<file path="src/rtl/mem_access_unit.sv">
// Load/store sequencer for the single-port data memory: one request at a time, one beat per cycle.
// Optional readback check after every store beat is enabled by defining MAU_READBACK_VERIFY_EN.
module mem_access_unit #(
  parameter int ADDR_W = 4,
  parameter int DATA_W = 8
) (
  input  logic                clock,
  input  logic                reset_n,
  input  logic                req_valid,
  output logic                req_ready,
  input  logic                req_write,
  input  logic [ADDR_W-1:0]   req_addr,
  input  logic [1:0]          req_len,
  input  logic [4*DATA_W-1:0] req_wdata,
  output logic                resp_valid,
  output logic [4*DATA_W-1:0] resp_rdata,
  output logic                resp_err,
  output logic [ADDR_W-1:0]   address,
  output logic [DATA_W-1:0]   writeData,
  output logic                MemRead,
  output logic                MemWrite,
  input  logic [DATA_W-1:0]   dataOut
);

  localparam int WORD_W = 4 * DATA_W;

  typedef enum logic [2:0] {
    IDLE   = 3'd0,
    READ   = 3'd1,
    WRITE  = 3'd2,
`ifdef MAU_READBACK_VERIFY_EN
    VERIFY = 3'd3,
`endif
    DONE   = 3'd4
  } state_t;

  state_t              state_r;
  logic [ADDR_W-1:0]   base_r;
  logic [1:0]          len_r;
  logic [1:0]          beat_r;
  logic [WORD_W-1:0]   wdata_r;
  logic [WORD_W-1:0]   rdata_r;
  logic [1:0]          next_beat_s;

  function automatic logic [DATA_W-1:0] get_byte(input logic [WORD_W-1:0] w, input logic [1:0] k);
    return w[DATA_W*int'(k) +: DATA_W];
  endfunction

  function automatic logic [WORD_W-1:0] put_byte(input logic [WORD_W-1:0] w, input logic [1:0] k,
                                                 input logic [DATA_W-1:0] b);
    logic [WORD_W-1:0] r;
    r = w;
    r[DATA_W*int'(k) +: DATA_W] = b;
    return r;
  endfunction

  // Beat addresses wrap modulo 2^ADDR_W.
  function automatic logic [ADDR_W-1:0] beat_addr(input logic [ADDR_W-1:0] base, input logic [1:0] k);
    return base + ADDR_W'(k);
  endfunction

  assign next_beat_s = beat_r + 2'd1;

`ifdef MAU_READBACK_VERIFY_EN
  logic err_r;
  logic mismatch_s;
  assign mismatch_s = (dataOut != get_byte(wdata_r, beat_r));
`else
  assign resp_err = 1'b0;
`endif

  // Request sequencer: state, beat counter, capture register and all registered outputs.
  always_ff @(posedge clock or negedge reset_n) begin
    if (!reset_n) begin
      state_r    <= IDLE;
      base_r     <= '0;
      len_r      <= 2'd0;
      beat_r     <= 2'd0;
      wdata_r    <= '0;
      rdata_r    <= '0;
      req_ready  <= 1'b0;
      resp_valid <= 1'b0;
      resp_rdata <= '0;
      address    <= '0;
      writeData  <= '0;
      MemRead    <= 1'b0;
      MemWrite   <= 1'b0;
`ifdef MAU_READBACK_VERIFY_EN
      err_r      <= 1'b0;
      resp_err   <= 1'b0;
`endif
    end else begin
      case (state_r)
        IDLE: begin
          resp_valid <= 1'b0;
          if (req_valid && req_ready) begin
            base_r     <= req_addr;
            len_r      <= req_len;
            wdata_r    <= req_wdata;
            beat_r     <= 2'd0;
            rdata_r    <= '0;
            resp_rdata <= '0;
            req_ready  <= 1'b0;
            address    <= req_addr;
`ifdef MAU_READBACK_VERIFY_EN
            err_r      <= 1'b0;
            resp_err   <= 1'b0;
`endif
            if (req_write) begin
              state_r   <= WRITE;
              MemWrite  <= 1'b1;
              writeData <= req_wdata[DATA_W-1:0];
            end else begin
              state_r   <= READ;
              MemRead   <= 1'b1;
            end
          end else begin
            req_ready <= 1'b1;
          end
        end

        READ: begin
          rdata_r <= put_byte(rdata_r, beat_r, dataOut);
          if (beat_r == len_r) begin
            state_r    <= DONE;
            MemRead    <= 1'b0;
            address    <= '0;
            resp_valid <= 1'b1;
            resp_rdata <= put_byte(rdata_r, beat_r, dataOut);
          end else begin
            beat_r  <= next_beat_s;
            address <= beat_addr(base_r, next_beat_s);
          end
        end

        WRITE: begin
`ifdef MAU_READBACK_VERIFY_EN
          // Re-read the byte just committed, same address.
          state_r  <= VERIFY;
          MemWrite <= 1'b0;
          MemRead  <= 1'b1;
`else
          if (beat_r == len_r) begin
            state_r    <= DONE;
            MemWrite   <= 1'b0;
            address    <= '0;
            writeData  <= '0;
            resp_valid <= 1'b1;
          end else begin
            beat_r    <= next_beat_s;
            address   <= beat_addr(base_r, next_beat_s);
            writeData <= get_byte(wdata_r, next_beat_s);
          end
`endif
        end

`ifdef MAU_READBACK_VERIFY_EN
        VERIFY: begin
          err_r   <= err_r | mismatch_s;
          MemRead <= 1'b0;
          if (beat_r == len_r) begin
            state_r    <= DONE;
            address    <= '0;
            writeData  <= '0;
            resp_valid <= 1'b1;
            resp_err   <= err_r | mismatch_s;
          end else begin
            state_r   <= WRITE;
            MemWrite  <= 1'b1;
            beat_r    <= next_beat_s;
            address   <= beat_addr(base_r, next_beat_s);
            writeData <= get_byte(wdata_r, next_beat_s);
          end
        end
`endif

        DONE: begin
          resp_valid <= 1'b0;
          req_ready  <= 1'b1;
          state_r    <= IDLE;
        end

        default: begin
          state_r    <= IDLE;
          req_ready  <= 1'b0;
          resp_valid <= 1'b0;
          address    <= '0;
          writeData  <= '0;
          MemRead    <= 1'b0;
          MemWrite   <= 1'b0;
        end
      endcase
    end
  end

endmodule

</file>
<file path="config.mk">
export PLATFORM = sky130hd
export DESIGN_NAME = mem_access_unit
export DESIGN_NICKNAME = d
export VERILOG_FILES = /design/src/rtl/mem_access_unit.sv
export SDC_FILE = /design/constraint.sdc
export NUM_CORES = 1
export LEC_CHECK = 0
export ABC_AREA = 1
export ABC_CLOCK_PERIOD_IN_PS = 5100
export CORE_UTILIZATION = 58
export DETAILED_ROUTE_END_ITERATION = 8
export GPL_TIMING_DRIVEN = 0
export PLACE_DENSITY = 0.95
export RECOVER_POWER = 25
export SETUP_SLACK_MARGIN = 0.5
export SLEW_MARGIN = 5
export SYNTH_ARGS = -nofsm -noshare
export SYNTH_HDL_FRONTEND = slang
export SYNTH_SLANG_ARGS = --single-unit
</file>
<file path="constraint.sdc">
create_clock -name clock -period 5.1 [get_ports clock]
set_input_delay 0.765 -clock clock [delete_from_list [all_inputs] [get_ports clock]]
set_output_delay 0.765 -clock clock [all_outputs]
set_load 0.03 [all_outputs]
</file>
* Word level (Yosys, flattened, before mapping)
Cells that the tools add are included. W data, S select, Z words.
Storage, ports and cells: register bits 123, bits in latches 0, memory bits (writable) 0, ROM bits 0, input port bits 50, logic and storage cells 79, memories 0
Operators by class: $add $sub $neg 3, $mul 0, divide/modulo/power cells 0, magnitude comparators 0, eq/ne operators 11, shifts and indexed selects 3, mux-type cells 30, bitwise logic cells 3, reductions and logical operators 16
Operator list (number):
- $pmux W32 S2 | 2
- $mux W32 | 2
- $neg A5 Y33 | 1
- $shift A8 B33 Y32 const A | 1
- $shiftx A8 B33 Y32 | 1
- $bwmux W32 | 1
- $shiftx A32 B6 Y8 | 1
- $mux W8 | 3
- $pmux W8 S3 | 1
- $ne A2 B2 Y1 const B | 6
- $pmux W4 S3 | 1
- $pmux W1 S3 | 3
- $reduce_and A3 Y1 | 3
- $mux W1 | 8
- $mux W4 | 2
- $reduce_and A2 Y1 | 4
- $reduce_and A4 Y1 | 2
- $mux W2 | 3
- $mux W3 | 2
- $pmux W3 S2 | 1
- $reduce_or A2 Y1 | 3
- $add A4 B2 Y4 | 1
- $pmux W2 S2 | 1
- $reduce_bool A2 Y1 | 2
- 9 further kinds | 11

* Longest topological paths before layout
Gate-level depths: netlist of the first run.
depth after elaboration 5, mapped depth 12, mapped depth without buffers 10

* Least setup slack after synthesis of the first run
No wires, ideal clock.
path type reg2reg, from register beat_r[0], to register address[2], library setup time 0.065 ns, arrival 1.958 ns, required time 5.035 ns, setup slack 3.077 ns, cell stages (with the launch flop) 11, path through dfrtp_1 > buf_4 > inv_4 > buf_2 > ha_1 > inv_2 > fa_1 > xor2_1 > o21ai_0 > nand2_1 > nand2_1
Between the ends: word-level cells in the longest chain between the ends 4, elaborated cells on any way between the ends 5
Ends and longest elaborated chain:
- start, declared | line 40 | logic [1:0] beat_r;
- start signal, assigned | line 131 | beat_r <= next_beat_s;
- start signal, assigned | line 150 | beat_r <= next_beat_s;
- $add A2 B1 Y2 | line 62 | assign next_beat_s = beat_r + 2'd1;
- $add A4 B2 Y4 | line 59 | return base + ADDR_W'(k);
- $mux W4 * | line 124, 143
- $pmux W4 S3 * | line 93 | case (state_r)
- end signal, assigned | line 104 | address <= req_addr;
- end signal, assigned | line 132 | address <= beat_addr(base_r, next_beat_s);
- end signal, assigned | line 151 | address <= beat_addr(base_r, next_beat_s);
- end, declared | line 18 | output logic [ADDR_W-1:0] address,
Every way passes the cells marked *; elsewhere a longest branch is shown, timed or not. A chain may end at the register's enable or synchronous reset.

* Worst setup path in the final report of the first run
from register beat_r[0], to register resp_rdata[27]
Between the ends: word-level cells in the longest chain between the ends 5, elaborated cells on any way between the ends 9
Ends and longest elaborated chain:
- $neg A5 Y33 | line 53 | r[DATA_W*int'(k) +: DATA_W] = b;
- $shiftx A8 B33 Y32 or $shift A8 B33 Y32 (tied branches) | line 53
- $bwmux W32 | line 53
- $mux W32 | line 124 | if (beat_r == len_r) begin
- $pmux W32 S2 | line 93
- end signal, assigned | line 129 | resp_rdata <= put_byte(rdata_r, beat_r, dataOut);
- end, declared | line 16 | output logic [4*DATA_W-1:0] resp_rdata,
Parallel ways exist; a longest one is shown, timed or not. The select of a mux whose other input is x is not followed.

==> results of run 1 <==
==> critical path, cell delays in order, from the launching register on <==
cell and delay, ns:
sky130_fd_sc_hd__dfrtp_1 0.40, sky130_fd_sc_hd__buf_4 0.19, sky130_fd_sc_hd__inv_4 0.13, sky130_fd_sc_hd__buf_2 0.31, sky130_fd_sc_hd__ha_1 0.34, sky130_fd_sc_hd__inv_2 0.22, sky130_fd_sc_hd__nand2_1 0.16, sky130_fd_sc_hd__nor2_1 0.38
sky130_fd_sc_hd__nand2_1 0.13, sky130_fd_sc_hd__a21oi_1 0.23, sky130_fd_sc_hd__nand2_1 0.10, sky130_fd_sc_hd__nand2_1 0.08
==> flip-flops by register name (all words and copies together) (netlist names), 2 cells and up <==
| name | flops |
|---|---|
| rdata_r | 32 |
| base_r | 4 |
| writeData | 8 |
| state_r | 3 |
| beat_r | 2 |
| resp_rdata | 32 |
| len_r | 2 |
| address | 4 |
| wdata_r | 32 |
==> cell type report <==
class	count	area share [%]
Buffer	40	2.897
Clock buffer	19	5.553
Clock inverter	13	1.851
Inverter	59	2.913
Multi-Input combinational cell	533	32.29
Sequential cell	123	39.59
Tap cell	133	2.141
Timing Repair Buffer	98	12.76
==> through the flow <==
step / instance area, sq um / worst slack (ns) / TNS [ns] / hold WS [ns] / power [W]
2_1_floorplan: 6040 / 3.077 / 0 / 0.4417 / 0.002823
3_5_place_dp: 7206 / 2.650 / 0 / 0.4593 / 0.003445
3_3_place_gp: 7177 / -1.350 / -164.74 / 0.4551 / 0.003371
4_1_cts: 7781 / 2.443 / 0 / 0.08507 / 0.004717
5_1_grt: 7774 / 2.245 / 0 / 0.4839 / 0.005040
6_report: 7774 / 2.354 / 0 / 0.4700 / 0.004793
==> cell usage in the layout, fill, tap and decap left out, drive strengths merged, types with 2 or more instances in the layout <==
master         netlist  routed
a21oi               32      32
a22oi                3       3
a31o                 5       5
buf                 38      39
bufinv               0       2
clkbuf               2      22
clkdlybuf4s50        0      96
clkinv               0       2
clkinvlp             0       7
dfrtp              123     123
ha                   7       7
inv                 59      61
nand2              317     317
nand3               94      94
nand4               19      19
nor2                15      15
o21ai               14      14
o21bai              24      24
==> logic make-up (layout without fill, tap and decap cells) <==
group                    after synthesis  in the layout  share of synthesized area, %
XOR/XNOR                               1              1                        0.1450
AO/OA/AOI/OAI                         78             78                         7.955
other                                  1              1                       0.06209
flip-flops                           123            123                         50.96
AND/OR/NAND/NOR                      445            445                         31.61
buffers and inverters                 99            229                         7.479
adder cells (fa/ha/maj)                8              8                         1.782
==> power by group through the flow <==
stage                     Combinational [W]  Sequential [W]  Clock, W
after floorplan                     0.00126         0.00156         0
after global placement              0.00191         0.00146         0
after detailed placement            0.00198         0.00147         0
after CTS                           0.00209         0.00146   0.00116
after global routing                0.00232         0.00150   0.00121
final                               0.00215         0.00148   0.00117
==> per-layer routing <==
layer / vias up / wire, um
li1: 2663 / -
met1: 2862 / 6808
met2: 557 / 8346
met3: 159 / 2186
met4: 0 / 1274
met5: - / 0
==> worst max path at each step <==
stage / startpoint / endpoint / depth (start not counted)
finish: beat_r[0] / resp_rdata[27] / 11
CTS: beat_r[0] / resp_rdata[27] / 11
detailed placement: beat_r[0] / rdata_r[24] / 10
floorplan: beat_r[0] / address[2] / 10
global route: beat_r[0] / resp_rdata[24] / 11
global placement: reset_n / resp_rdata[16] / 1
==> metrics.log, run 1 <==
INFO  metric cts_hold_buffers = 0
INFO  metric grt_first_pass_wirelength = 30870 um
INFO  metric finClkSkew = 0.008655 ns
INFO  metric grt_use_met3 = 10.53%
INFO  metric flops_latches_synth = 123
INFO  metric dr.first_iter.drc_count = 1020
INFO  metric syn-instance-count = 755
INFO  metric synthesis.nets = 813
INFO  metric fp.dieH = 104.0 um
INFO  metric grt_util_all_layers = 36.78%
INFO  metric route.detailed.drc = 0
INFO  metric placedCellCount = 986
INFO  metric drt-wirelength-per-cell = 18.29 um
INFO  metric postCtsSetupBuffers = 0
INFO  metric power_density_relative_to_cell_area = 616.5 nW/um^2
INFO  metric min_delay_worst_endpoint = MemRead
INFO  metric hold_start = MemRead
INFO  metric p_switching = 0.002142 W
INFO  metric combinational_share_of_power = 44.8%
INFO  metric run_status = finished clean
INFO  metric clock-root-buffer = sky130_fd_sc_hd__clkbuf_8
INFO  metric crit_type = reg2reg
INFO  metric edff_count_synth = 0
INFO  metric utilization = 78.09%
INFO  metric cts_buffer_depth = 2
INFO  metric route.final.wire_length = 18620 um
INFO  metric clkLatencyLatePin = 0.53 ns
INFO  metric drive_above_1_share = 10.40%
INFO  metric groute.layer.met2.usage = 54.81%
INFO  metric startpoint_type = register
INFO  metric max_slew.worst_pin.slew = 1.439 ns
INFO  metric std_cell_rows = 36
INFO  metric setup_viol_count_final = 0
INFO  metric grt_setup_unrepaired = false
INFO  metric hold_path.class = reg2reg
INFO  metric initial_utilization = 60.67%
INFO  metric final-seq-area = 3078 sq um
INFO  metric seq_total_area_yosys = 50.96%
INFO  metric synth_area = 6040 sq um
INFO  metric tritoncts = done
INFO  metric route.detailed.vias_per_inst = 6.131
INFO  metric vdd.ir_drop.worst = 0.3204 mV
INFO  metric worstReg2RegEnd = resp_rdata[27]
INFO  metric post_synth_top_area_share = 50.96%
INFO  metric grt_antenna_before_repair = 0
INFO  metric rr_startpoint = beat_r[0]
INFO  metric yosys-top-cells-count = sky130_fd_sc_hd__nand2_1 (310), sky130_fd_sc_hd__dfrtp_1 (123), sky130_fd_sc_hd__nand3_1 (91)
INFO  metric yosys.cell_count.top_type = sky130_fd_sc_hd__nand2_1
INFO  metric grt-ovfl-total = 0
INFO  metric synth_async_sr_flop_share = 100.0%
INFO  metric post_synth_num_cell_types = 29
INFO  metric r2r_slack = 2.35 ns
INFO  metric design.portCount = 99
INFO  metric post_cts_resize_count = 0
INFO  metric ant_nets = 0
INFO  metric cts_htree_levels = 4
INFO  metric yosys_warnings = 0
INFO  metric timing.critical_path.arrival = 3.21 ns
INFO  metric floorplan.die_area = 10830 sq um
INFO  metric gp_congestion = 0.8744
INFO  metric design.final.nets = 930
INFO  metric final.fill_count = 555
INFO  metric power.leakage = 3.858 nW
INFO  metric fp.coreArea = 9955 sq um
INFO  metric use_met1 = 48.14%
INFO  metric synth_area_per_cell = 7.999 sq um
INFO  metric clock_sink_count = 123
INFO  metric layout.cells.non_filler = 1018
INFO  metric drt_pass1_iterations = 7
INFO  metric number_of_cell_instances_on_the_worst_register_to_register_path = 11
INFO  metric p_int = 0.002651 W
INFO  metric cp_max_fo = 13
INFO  metric grt_start_max_net_pins = 98
INFO  metric achievable-frequency = 364.1 MHz
INFO  metric hold_path_depth = 2
INFO  metric globalRoute.busiestLayer = met2
INFO  metric number_of_antenna_cells_inserted = 0
INFO  metric timing.critical_path.required = 5.56 ns
INFO  metric power_frac_seq = 30.8%
INFO  metric cts_made_buffers = 17
INFO  metric number_of_global_route_vias_before_repair = 6071
INFO  metric buffer_ports.inserted = 97
INFO  metric synth_top_cell_by_area = sky130_fd_sc_hd__dfrtp_1
INFO  metric area_delta_synth_final = 28.71%
INFO  metric route.vias.total = 6241
INFO  metric synth.top_cells.by_area = sky130_fd_sc_hd__dfrtp_1 (51%), sky130_fd_sc_hd__nand2_1 (19%), sky130_fd_sc_hd__nand3_1 (7.5%)
INFO  metric finalMaxSlewViolations = 0
INFO  metric final.period_utilization = 53.85%
INFO  metric clkPwrFrac = 24.4%
INFO  metric detailedPlacementHpwl = 11050 um
INFO  metric timing.final.crit_period = 2.746 ns
INFO  metric slew_headroom = 4.076%
INFO  metric area_of_combinational_cells_with_multiple_inputs = 2510 sq um
INFO  metric maxcap_viol_count = 0
INFO  metric clk_transition_reported_paths = 0.06 ns
INFO  metric die_w = 104.0 um
INFO  metric worstSetupEndpointType = register
INFO  metric yosys_most_used_dff = sky130_fd_sc_hd__dfrtp_1
INFO  metric power_switching_share = 44.70%
INFO  metric hold_violations = 0
Power figures use the tool's default switching activity.
==> inputs of run 2 (changes only) <==
--- a/config.mk
+++ b/config.mk
@@ -6,11 +6,11 @@
 export NUM_CORES = 1
 export LEC_CHECK = 0
 export ABC_AREA = 1
-export ABC_CLOCK_PERIOD_IN_PS = 5100
-export CORE_UTILIZATION = 58
+export ABC_CLOCK_PERIOD_IN_PS = 2400
+export CORE_UTILIZATION = 48
 export DETAILED_ROUTE_END_ITERATION = 8
 export GPL_TIMING_DRIVEN = 0
-export PLACE_DENSITY = 0.95
+export PLACE_DENSITY = 0.86
 export RECOVER_POWER = 25
 export SETUP_SLACK_MARGIN = 0.5
 export SLEW_MARGIN = 5
==> constraint.sdc (replaced) <==
create_clock -name clock -period 2.4 [get_ports clock]
set_input_delay 0.36 -clock clock [delete_from_list [all_inputs] [get_ports clock]]
set_output_delay 0.36 -clock clock [all_outputs]
set_load 0.03 [all_outputs]
==> run 2 against run 1 <==
  * Clock skew fell by 0.0022 ns
  * Largest cell class unchanged
  * Highest routed layer unchanged
  * Critical path type unchanged
  * Hold slack gained 0.00091 ns
  * Critical endpoint is now resp_rdata[15]
  * Total power grew 110%
==> metrics.log, run 2 (synthesis results as in run 1) <==
INFO  metric run_status = finished clean
INFO  metric slew_headroom = 34.54%
INFO  metric r2r_slack = 0.53 ns
INFO  metric max_slew.worst_pin.slew = 0.9820 ns
INFO  metric die_w = 114.2 um
INFO  metric cts_made_buffers = 17
INFO  metric grt_antenna_before_repair = 0
INFO  metric crit_type = reg2reg
INFO  metric number_of_cell_instances_on_the_worst_register_to_register_path = 11
INFO  metric timing.critical_path.arrival = 2.24 ns
INFO  metric dr.first_iter.drc_count = 383
INFO  metric design.portCount = 99
INFO  metric final.period_utilization = 78.12%
INFO  metric ant_nets = 0
INFO  metric hold_ws = 0.4710 ns
INFO  metric grt_setup_unrepaired = true
INFO  metric hold_violations = 0
INFO  metric design.final.nets = 938
INFO  metric route.detailed.drc = 0
INFO  metric buffer_ports.inserted = 97
INFO  metric power_density_relative_to_cell_area = 1284 nW/um^2
INFO  metric fp.coreArea = 12160 sq um
INFO  metric setup_viol_count_final = 0
INFO  metric clk_transition_reported_paths = 0.05 ns
INFO  metric drive_above_1_share = 13.12%
INFO  metric route.final.wire_length = 16350 um
INFO  metric cts_htree_levels = 4
INFO  metric grt_start_max_net_pins = 87
INFO  metric startpoint = beat_r[0]
INFO  metric maxcap_viol_count = 0
INFO  metric timing.final.crit_period = 1.875 ns
INFO  metric cp_max_fo = 7
INFO  metric hold_path.class = reg2reg
INFO  metric floorplan.die_area = 13030 sq um
INFO  metric area_delta_synth_final = 32.65%
INFO  metric clock-root-buffer = sky130_fd_sc_hd__clkbuf_16
INFO  metric rr_startpoint = beat_r[0]
INFO  metric number_of_global_route_vias_before_repair = 5578
INFO  metric finClkSkew = 0.006446 ns
INFO  metric finalMaxSlewViolations = 0
INFO  metric grt-ovfl-total = 0
INFO  metric route.detailed.vias_per_inst = 5.362
INFO  metric gp_congestion = 0.9088
INFO  metric achievable-frequency = 533.4 MHz
INFO  metric timing.critical_path.required = 2.76 ns
INFO  metric fp.dieH = 114.2 um
INFO  metric worstReg2RegEnd = resp_rdata[15]
INFO  metric drt_pass1_iterations = 7
INFO  metric initial_utilization = 49.66%
INFO  metric most_frequent_standard_cell_in_the_layout_excluding_fill_and_tap_cells = sky130_fd_sc_hd__nand2_1
INFO  metric grt_first_pass_wirelength = 26630 um
INFO  metric route.vias.total = 5684
INFO  metric tritoncts = done
INFO  metric startpoint_type = register
INFO  metric vdd.ir_drop.worst = 0.8191 mV
INFO  metric std_cell_rows = 40
INFO  metric clkLatencyLatePin = 0.43 ns
INFO  metric detailedPlacementHpwl = 11290 um
INFO  metric number_of_antenna_cells_inserted = 0
INFO  metric drt-wirelength-per-cell = 15.42 um
INFO  metric most-common-layout-cells = sky130_fd_sc_hd__nand2_1 (309), sky130_fd_sc_hd__dfrtp_1 (123), sky130_fd_sc_hd__clkdlybuf4s50_1 (96)
INFO  metric largestRegisters = rdata_r (32), resp_rdata (32), wdata_r (32)
INFO  metric power.leakage = 3.943 nW
INFO  metric clock_sink_count = 123
INFO  metric cts_buffer_depth = 2
INFO  metric crit_end = resp_rdata[15]
INFO  metric worstSetupEndpointType = register
INFO  metric overall_power_after_layout = 0.01029 W
INFO  metric grt_util_all_layers = 26.62%
[run 2: worst min-delay path by stage]
stage | depth (start not counted) | slack (ns) | endpoint | start
floorplan | 0 | 0.06 | MemRead | reset_n
global placement | 2 | 0.45 | wdata_r[1] | wdata_r[1]
detailed placement | 1 | 0.29 | resp_rdata[5] | reset_n
CTS | 2 | 0.42 | resp_rdata[5] | reset_n
global route | 2 | 0.49 | wdata_r[27] | wdata_r[27]
finish | 2 | 0.47 | wdata_r[27] | wdata_r[27]
[run 2: critical path, stage by stage, from the launching register on]
cell	delay, ns
sky130_fd_sc_hd__dfrtp_1	0.35
sky130_fd_sc_hd__buf_6	0.13
sky130_fd_sc_hd__clkinv_8	0.05
sky130_fd_sc_hd__buf_8	0.13
sky130_fd_sc_hd__ha_4	0.32
sky130_fd_sc_hd__buf_8	0.15
sky130_fd_sc_hd__nand2_2	0.08
sky130_fd_sc_hd__nor2_4	0.14
sky130_fd_sc_hd__nand2_1	0.08
sky130_fd_sc_hd__a21oi_2	0.19
sky130_fd_sc_hd__nand2_1	0.10
sky130_fd_sc_hd__nand2_1	0.07
[run 2: metrics by stage]
| step | TNS, ns | cells | util [%] | worst slack, ns | area, sq um |
|---|---|---|---|---|---|
| 2_1_floorplan | 0 | 755 | - | 0.5139 | 6062 |
| 3_3_place_gp | -461.69 | 1020 | 59.56 | -3.764 | 7243 |
| 3_5_place_dp | 0 | 1021 | 59.79 | 0.2115 | 7272 |
| 4_1_cts | 0 | 1056 | 65.03 | 0.5179 | 7909 |
| 5_1_grt | 0 | 1060 | 65.87 | 0.4402 | 8011 |
| 6_report | 0 | 1060 | 65.87 | 0.5252 | 8011 |
[run 2: power breakdown]
part	switching (W)	total, W	internal [W]
logic	0.00305	0.00467	0.00163
clock network	0.000906	0.00250	0.00159
registers	0.000403	0.00312	0.00272
[run 2: cell type report]
class / count / area [sq um]
inverter: 59 / 247.7
clock inverter: 8 / 92.59
buffer: 40 / 257.7
fill: 972 / 4150
timing repair buffer: 106 / 1056
multi-input combinational: 533 / 2591
tap: 168 / 210.2
sequential: 123 / 3078
clock buffer: 23 / 478.0
[run 2: routing by layer]
layer / vias up / global-route usage, % / part of all wire, %
li1: 2674 / - / -
met1: 2654 / 31.90 / 40
met2: 300 / 44.81 / 49
met3: 56 / 5.506 / 7.6
met4: 0 / 14.98 / 3.6
met5: - / 0 / 0
[run 2: repair_timing]
item,in CTS,in global routing
setup endpoints to repair,68,58
pin swaps,2,4
setup buffers,3,4
hold endpoints to repair,37,0
hold buffers,1,0
gates cloned,0,0
gates resized for setup,12,25
